===== config.mk =====
export PLATFORM = sky130hd
export DESIGN_NAME = fret_strum_conditioner_flat
export DESIGN_NICKNAME = d
export VERILOG_FILES = /design/src/rtl/fret_strum_conditioner_if.sv /design/src/rtl/fret_strum_conditioner.sv /design/src/flat_wrapper.sv
export SDC_FILE = /design/constraint.sdc
export NUM_CORES = 1
export LEC_CHECK = 0
export BUFFER_PORTS_ARGS = -buffer_cell sky130_fd_sc_hd__buf_2
export CAP_MARGIN = 15
export CORE_ASPECT_RATIO = 0.7
export CORE_MARGIN = 2
export CORE_UTILIZATION = 49
export CTS_BUF_LIST = sky130_fd_sc_hd__clkbuf_4 sky130_fd_sc_hd__clkbuf_8
export CTS_CLUSTER_SIZE = 24
export DETAILED_ROUTE_END_ITERATION = 10
export PLACE_DENSITY = 0.73
export SETUP_SLACK_MARGIN = 0.3
export SLEW_MARGIN = 20
export SYNTH_ARGS = -nofsm -noshare
export SYNTH_HDL_FRONTEND = slang
export SYNTH_SLANG_ARGS = --single-unit

===== constraint.sdc =====
create_clock -name clk -period 7 [get_ports clk]
set_input_delay 1.4 -clock clk [delete_from_list [all_inputs] [get_ports clk]]
set_output_delay 1.4 -clock clk [all_outputs]
set_load 0.05 [all_outputs]

===== src/rtl/fret_strum_conditioner_if.sv =====
// Signal bundle between the guitar GPIO side and fret_strum_conditioner.
interface fret_strum_conditioner_if;
   logic [4:0] buttons_raw;
   logic       strum_raw;
   logic       pause;
   logic [4:0] buttons_db;
   logic       strum_pulse;
   logic [4:0] chord;
   logic [7:0] strum_count;

   modport master (
      output buttons_raw, strum_raw, pause,
      input  buttons_db, strum_pulse, chord, strum_count
   );

   modport slave (
      input  buttons_raw, strum_raw, pause,
      output buttons_db, strum_pulse, chord, strum_count
   );
endinterface


===== src/rtl/fret_strum_conditioner.sv =====
// Guitar input conditioner: synchronize, debounce, strum strobe with chord snapshot.
// Build macro GUITAR_INPUT_ACTIVE_LOW_EN inverts the raw switch inputs.
module fret_strum_conditioner #(
   parameter int unsigned DEBOUNCE_CYCLES = 500000
) (
   input  logic                    clk,
   input  logic                    reset,
   fret_strum_conditioner_if.slave bus
);
   localparam int CNT_W = 24;
   localparam logic [CNT_W-1:0] CNT_LAST = CNT_W'(DEBOUNCE_CYCLES - 1);

   typedef enum logic {IDLE, HELD} state_t;

   logic [1:0] rst_pipe;
   logic       rst;
   logic [5:0] raw_in;
   logic [5:0] sync_meta;
   logic [5:0] sync_q;
   logic [5:0] stable;
   logic [1:0] sync_fill;
   logic       armed;
   logic       strum_db;
   state_t     state;
   state_t     state_nxt;
   logic       pulse_nxt;
   logic       pulse_q;
   logic [4:0] chord_q;
   logic [7:0] count_q;

   // Reset asserts at once but releases two edges later, clean of clk.
   always_ff @(posedge clk or posedge reset) begin
      if (reset) rst_pipe <= 2'b11;
      else       rst_pipe <= {rst_pipe[0], 1'b0};
   end
   assign rst = rst_pipe[1];

   // Bit 5 carries the strum switch, bits 4:0 the frets.
`ifdef GUITAR_INPUT_ACTIVE_LOW_EN
   assign raw_in = ~{bus.strum_raw, bus.buttons_raw};
`else
   assign raw_in = {bus.strum_raw, bus.buttons_raw};
`endif

   // NOTE: sequential state uses non-blocking assignments so every flop samples pre-edge values.
   always_ff @(posedge clk or posedge rst) begin
      if (rst) begin
         sync_meta <= '0;
         sync_q    <= '0;
      end else begin
         sync_meta <= raw_in;
         sync_q    <= sync_meta;
      end
   end

   for (genvar i = 0; i < 6; i++) begin : g_db
      logic [CNT_W-1:0] cnt;
      logic             stable_q;

      always_ff @(posedge clk or posedge rst) begin
         if (rst) begin
            cnt      <= '0;
            stable_q <= 1'b0;
         end else if (sync_q[i] == stable_q) begin
            cnt <= '0;
         end else if (cnt == CNT_LAST) begin
            cnt      <= '0;
            stable_q <= ~stable_q;
         end else begin
            cnt <= cnt + 1'b1;
         end
      end

      assign stable[i] = stable_q;
   end

   assign strum_db = stable[5];

   // A strum held through reset must be released before it can pulse again.
   always_ff @(posedge clk or posedge rst) begin
      if (rst) begin
         sync_fill <= 2'b00;
         armed     <= 1'b0;
      end else begin
         sync_fill <= {sync_fill[0], 1'b1};
         if (sync_fill[1] && !sync_q[5]) armed <= 1'b1;
      end
   end

   always_ff @(posedge clk or posedge rst) begin
      if (rst) state <= IDLE;
      else     state <= state_nxt;
   end

   // NOTE: every output of this block gets a default first, so no latch can be inferred.
   always_comb begin
      state_nxt = state;
      pulse_nxt = 1'b0;
      case (state)
         IDLE: if (strum_db) begin
            state_nxt = HELD;
            pulse_nxt = armed && !bus.pause;
         end
         HELD: if (!strum_db) state_nxt = IDLE;
         default: state_nxt = IDLE;
      endcase
   end

   always_ff @(posedge clk or posedge rst) begin
      if (rst) begin
         pulse_q <= 1'b0;
         chord_q <= '0;
         count_q <= '0;
      end else begin
         pulse_q <= pulse_nxt;
         if (pulse_nxt) chord_q <= stable[4:0];
         count_q <= count_q + {7'd0, pulse_q};
      end
   end

   assign bus.buttons_db  = stable[4:0];
   assign bus.strum_pulse = pulse_q;
   assign bus.chord       = chord_q;
   assign bus.strum_count = count_q;
endmodule

===== src/flat_wrapper.sv =====
// flat-port wrapper written by rule: the top's interface ports become plain ports
module fret_strum_conditioner_flat 
#(
   parameter int unsigned DEBOUNCE_CYCLES = 500000
)
  (clk, reset, bus_buttons_raw, bus_strum_raw, bus_pause, bus_buttons_db, bus_strum_pulse, bus_chord, bus_strum_count);
  fret_strum_conditioner_if bus_i ();
  input  logic clk;
  input  logic reset;
  input wire logic [$bits(bus_i.buttons_raw)-1:0] bus_buttons_raw;
  input wire logic [$bits(bus_i.strum_raw)-1:0] bus_strum_raw;
  input wire logic [$bits(bus_i.pause)-1:0] bus_pause;
  output wire logic [$bits(bus_i.buttons_db)-1:0] bus_buttons_db;
  output wire logic [$bits(bus_i.strum_pulse)-1:0] bus_strum_pulse;
  output wire logic [$bits(bus_i.chord)-1:0] bus_chord;
  output wire logic [$bits(bus_i.strum_count)-1:0] bus_strum_count;
  assign bus_i.buttons_raw = bus_buttons_raw;
  assign bus_i.strum_raw = bus_strum_raw;
  assign bus_i.pause = bus_pause;
  assign bus_buttons_db = bus_i.buttons_db;
  assign bus_strum_pulse = bus_i.strum_pulse;
  assign bus_chord = bus_i.chord;
  assign bus_strum_count = bus_i.strum_count;
  fret_strum_conditioner #(.DEBOUNCE_CYCLES(DEBOUNCE_CYCLES)) u_core (.clk(clk), .reset(reset), .bus(bus_i));
endmodule

==> results.sh <==
export IMPL_setup_tns_ns=0
export IMPL_cts_resized=0
export IMPL_synth_top_area_share_pct=50.5
export IMPL_clock_power_share_pct=41.0
export IMPL_ys_seq_area_share_pct=51.1
export IMPL_swShare_pct=24.6
export IMPL_p_leak_nw=3.93
export IMPL_postSynthNetCount=922
export IMPL_relSlewSlack_pct=34.8
export IMPL_num_antenna_cells=0
export IMPL_globalRoute_totalOverflow=0
export IMPL_timing_final_crit_period_ns=2.66
export IMPL_avgSynthCellArea_sq_um=9.85
export IMPL_crit_slowest_cell="dfrtp_1"
export IMPL_syn_inst=905
export IMPL_crit_arrival_ns=1.26
export IMPL_cts_setup_buffers=0
export IMPL_yosys_warnings=0
export IMPL_required_ns=5.60
export IMPL_status="finished clean"
export IMPL_power_density_mw_per_mm2=199
export IMPL_fin_crit_sh_pct=37.9
export IMPL_dr_pass1_iters=5
export IMPL_yosys_mux_area_fraction_pct=1.39
export IMPL_p_total_mw=1.92
export IMPL_wire_per_inst_um=15.0
export IMPL_initial_core_util_pct=49.8
export IMPL_synth_fa_ha_area_share_pct=1.12
export IMPL_synth_area_top_cells="dfrtp_1 51%, xor2_1 4.5%, nor2_1 3.8%, xnor2_1 3.4%, a21oi_1 3.3%"
export IMPL_die_area_sq_mm=0.0193
export IMPL_wl_met2_um=7630
export IMPL_finalSetupViolCount=0
export IMPL_vdd_ir_drop_worst_mv=0.105
export IMPL_coreArea_sq_mm=0.0179
export IMPL_synth_edff_count=0
export IMPL_path_clk_slew_ns=0.11
export IMPL_wl_met3_um=726
export IMPL_clockBufferDepth=2
export IMPL_grt_max_degree=98
export IMPL_cp_num_buf_inv=1
export IMPL_worstSetupStartpointType="register"
export IMPL_instances_no_fill=1164
export IMPL_grt_pass1_wl_um=30400
export IMPL_routed_wl_um=17400
export IMPL_drcViolationCount=0
export IMPL_cp_slowest_stage_delay_ns=0.47
export IMPL_yosysTopAreaCell="dfrtp_1"
export IMPL_antenna_found_initial=0
export IMPL_ys_types=48
export IMPL_synth_top_family_by_area="simple AND/OR/NAND/NOR gates"
export IMPL_via_count=6715
export IMPL_insertion_delay_ns=0.48
export IMPL_cap_violations=0
export IMPL_routabilityCongestion=0.819
export IMPL_wl_met1_um=8900
export IMPL_path_max_fanout=4
export IMPL_fin_skew_ns=0.0198
export IMPL_critPathTopFamily="flip-flops"
export IMPL_area_growth_pct=8.37
export IMPL_grt_pass1_vias=6151
export IMPL_fmax_mhz=377
export IMPL_endpoint_kind="primary output"
export IMPL_clockRootBuffer="clkbuf_8"
export IMPL_path_cells="buf_2"
export IMPL_postCtsHoldBufs=0
export IMPL_cts_tree="yes"
export IMPL_tightest_slew_ns=0.979
export IMPL_comb_power_share_pct=3.0
export IMPL_dp_cells=1132
export IMPL_dr_first_iter_drc_count=544
export IMPL_netlist_top_cells_count="180 x dfrtp_1, 90 x nor2_1, 58 x a21oi_1, 58 x nand3_1, 53 x nand2_1"
export IMPL_synth_area_sq_mm=0.00891
export IMPL_die_y_um=117
export IMPL_layout_drive_gt1_share_pct=9.91
export IMPL_hpwl_um=11900
export IMPL_cts_max_level=4
export IMPL_worstSetupPathType="register to primary output"
export IMPL_io_pins=28
export IMPL_power_frac_seq_pct=55.9
export IMPL_yosysMostFrequentCell="dfrtp_1"
export IMPL_internal_power_mw=1.45
export IMPL_clock_sinks=182
export IMPL_row_count=41
export IMPL_avgViaCountPerCell=5.77
export IMPL_hp_class="register to async pin"
export IMPL_ys_seq_elements=182
export IMPL_finalHoldViolations=0
export IMPL_p_sw_mw=0.474
export IMPL_io_buffers=27
export IMPL_cts_buffers=17
export IMPL_highest_layer="met4"
export IMPL_synth_compound_area_share_pct=8.40
export IMPL_yosys_most_used_dff="dfrtp_1"
export IMPL_chipWidth_um=165
export IMPL_antenna_left=0
export IMPL_synth_async_reset_ratio_pct=100
export IMPL_yosys_area_share_simple_pct=26.7
export IMPL_rsz0062_at_grt="false"
export IMPL_synthXorXnorAreaFrac_pct=7.96
export IMPL_slew_viol_final=0
export IMPL_nets=932
export IMPL_grt_usage_pct=19.7
## cell usage in the layout, fill, tap and decap left out, types with 11 or more instances in the layout
| cell | Yosys | layout |
|---|---|---|
| mux2_2 | 11 | 11 |
| inv_1 | 24 | 23 |
| clkbuf_8 | 0 | 17 |
| buf_2 | 6 | 27 |
| nand4_1 | 44 | 44 |
| xnor2_1 | 35 | 35 |
| and4_1 | 19 | 19 |
| nor2_1 | 90 | 90 |
| nor4b_1 | 11 | 11 |
| xor2_1 | 46 | 46 |
| nand3_1 | 58 | 58 |
| o31ai_1 | 27 | 25 |
| nor3_1 | 23 | 23 |
| dfrtp_1 | 180 | 180 |
| nor4_1 | 19 | 19 |
| nand2_1 | 53 | 53 |
| and3_1 | 20 | 20 |
| or3_1 | 28 | 28 |
| o21ai_0 | 34 | 33 |
| or4_1 | 34 | 34 |
| a21oi_1 | 58 | 58 |
## final cells by class
type                            count  area [sq um]
Inverter                           24          97.6
Timing Repair Buffer               33           184
Clock buffer                       17           234
Clock inverter                     15           206
Multi-Input combinational cell    657          4080
Tap cell                          236           295
Fill cell                        1591          8250
Sequential cell                   182          4560
## path summary, 6_finish.rpt
kind / startpoint / to / slack [ns] / cells after the start
max in group asynchronous: u_core.rst_pipe[1] / u_core.g_db[0].cnt[22] / 5.44 / 2
setup reg to reg: u_core.g_db[3].cnt[20] / u_core.g_db[3].cnt[10] / 4.60 / 4
hold reg to reg: u_core.rst_pipe[1] / u_core.g_db[1].cnt[2] / 0.36 / 1
min in group clk: u_core.sync_fill[0] / u_core.sync_fill[1] / 0.36 / 0
hold / removal: u_core.rst_pipe[1] / u_core.g_db[1].cnt[2] / 0.36 / 1
setup / recovery: u_core.g_db[2].stable_q / bus_buttons_db[2] / 4.34 / 1
## layer usage
metal  track usage, %  up-vias
li1                 -     3327
met1             29.8     3243
met2             28.8      125
met3             4.23       20
met4             5.62        0
met5                0        -
## worst register-to-register path, delay by kind of cell, from the launching register on
kind               cells  cell delay (ns)
AOI/OAI and AO/OA      1             0.81
and+or+nand+nor        3             1.02
DFF                    1             0.43
## sequential cells by signal, indices dropped and copies added (netlist names)
name / flops
u_core.sync_meta: 6
u_core.armed: 1
u_core.sync_fill: 2
u_core.bus.strum_pulse: 1
u_core.g_db.stable_q: 6
u_core.bus.strum_count: 8
u_core.sync_q: 6
u_core.g_db.cnt: 144
u_core.state: 1
u_core.bus.chord: 5
u_core.rst_pipe: 2
## per-stage QoR
step	utilization (%)	hold slack (ns)	setup slack, ns	cell area, sq um
final	53.9	0.356	4.34	9660
after global routing	53.9	0.368	4.27	9660
after CTS	53.9	0.356	4.30	9650
after detailed placement	51.5	0.335	4.07	9210
after global placement	51.5	0.331	4.14	9210
after floorplan	-	0.331	1.79	8910
## power by group through the flow
stage | registers [mW] | clock network, mW | logic (mW)
final | 1.08 | 0.789 | 0.0584
after global routing | 1.08 | 0.858 | 0.0682
after CTS | 1.08 | 0.813 | 0.0608
after detailed placement | 1.10 | 0 | 0.0605
after global placement | 1.10 | 0 | 0.0602
after floorplan | 1.09 | 0 | 0.0445
## cell families (layout without fill, tap and decap cells)
family,count (synthesis),in the layout
other,2,2
muxes,11,11
AOI/OAI and AO/OA,129,129
buffers and inverters,66,89
adders and majority gates,8,8
and+or+nand+nor,426,426
xor gates and xnor gates,81,81
DFF,182,182
No activity file was read; power rests on OpenSTA's default activity.
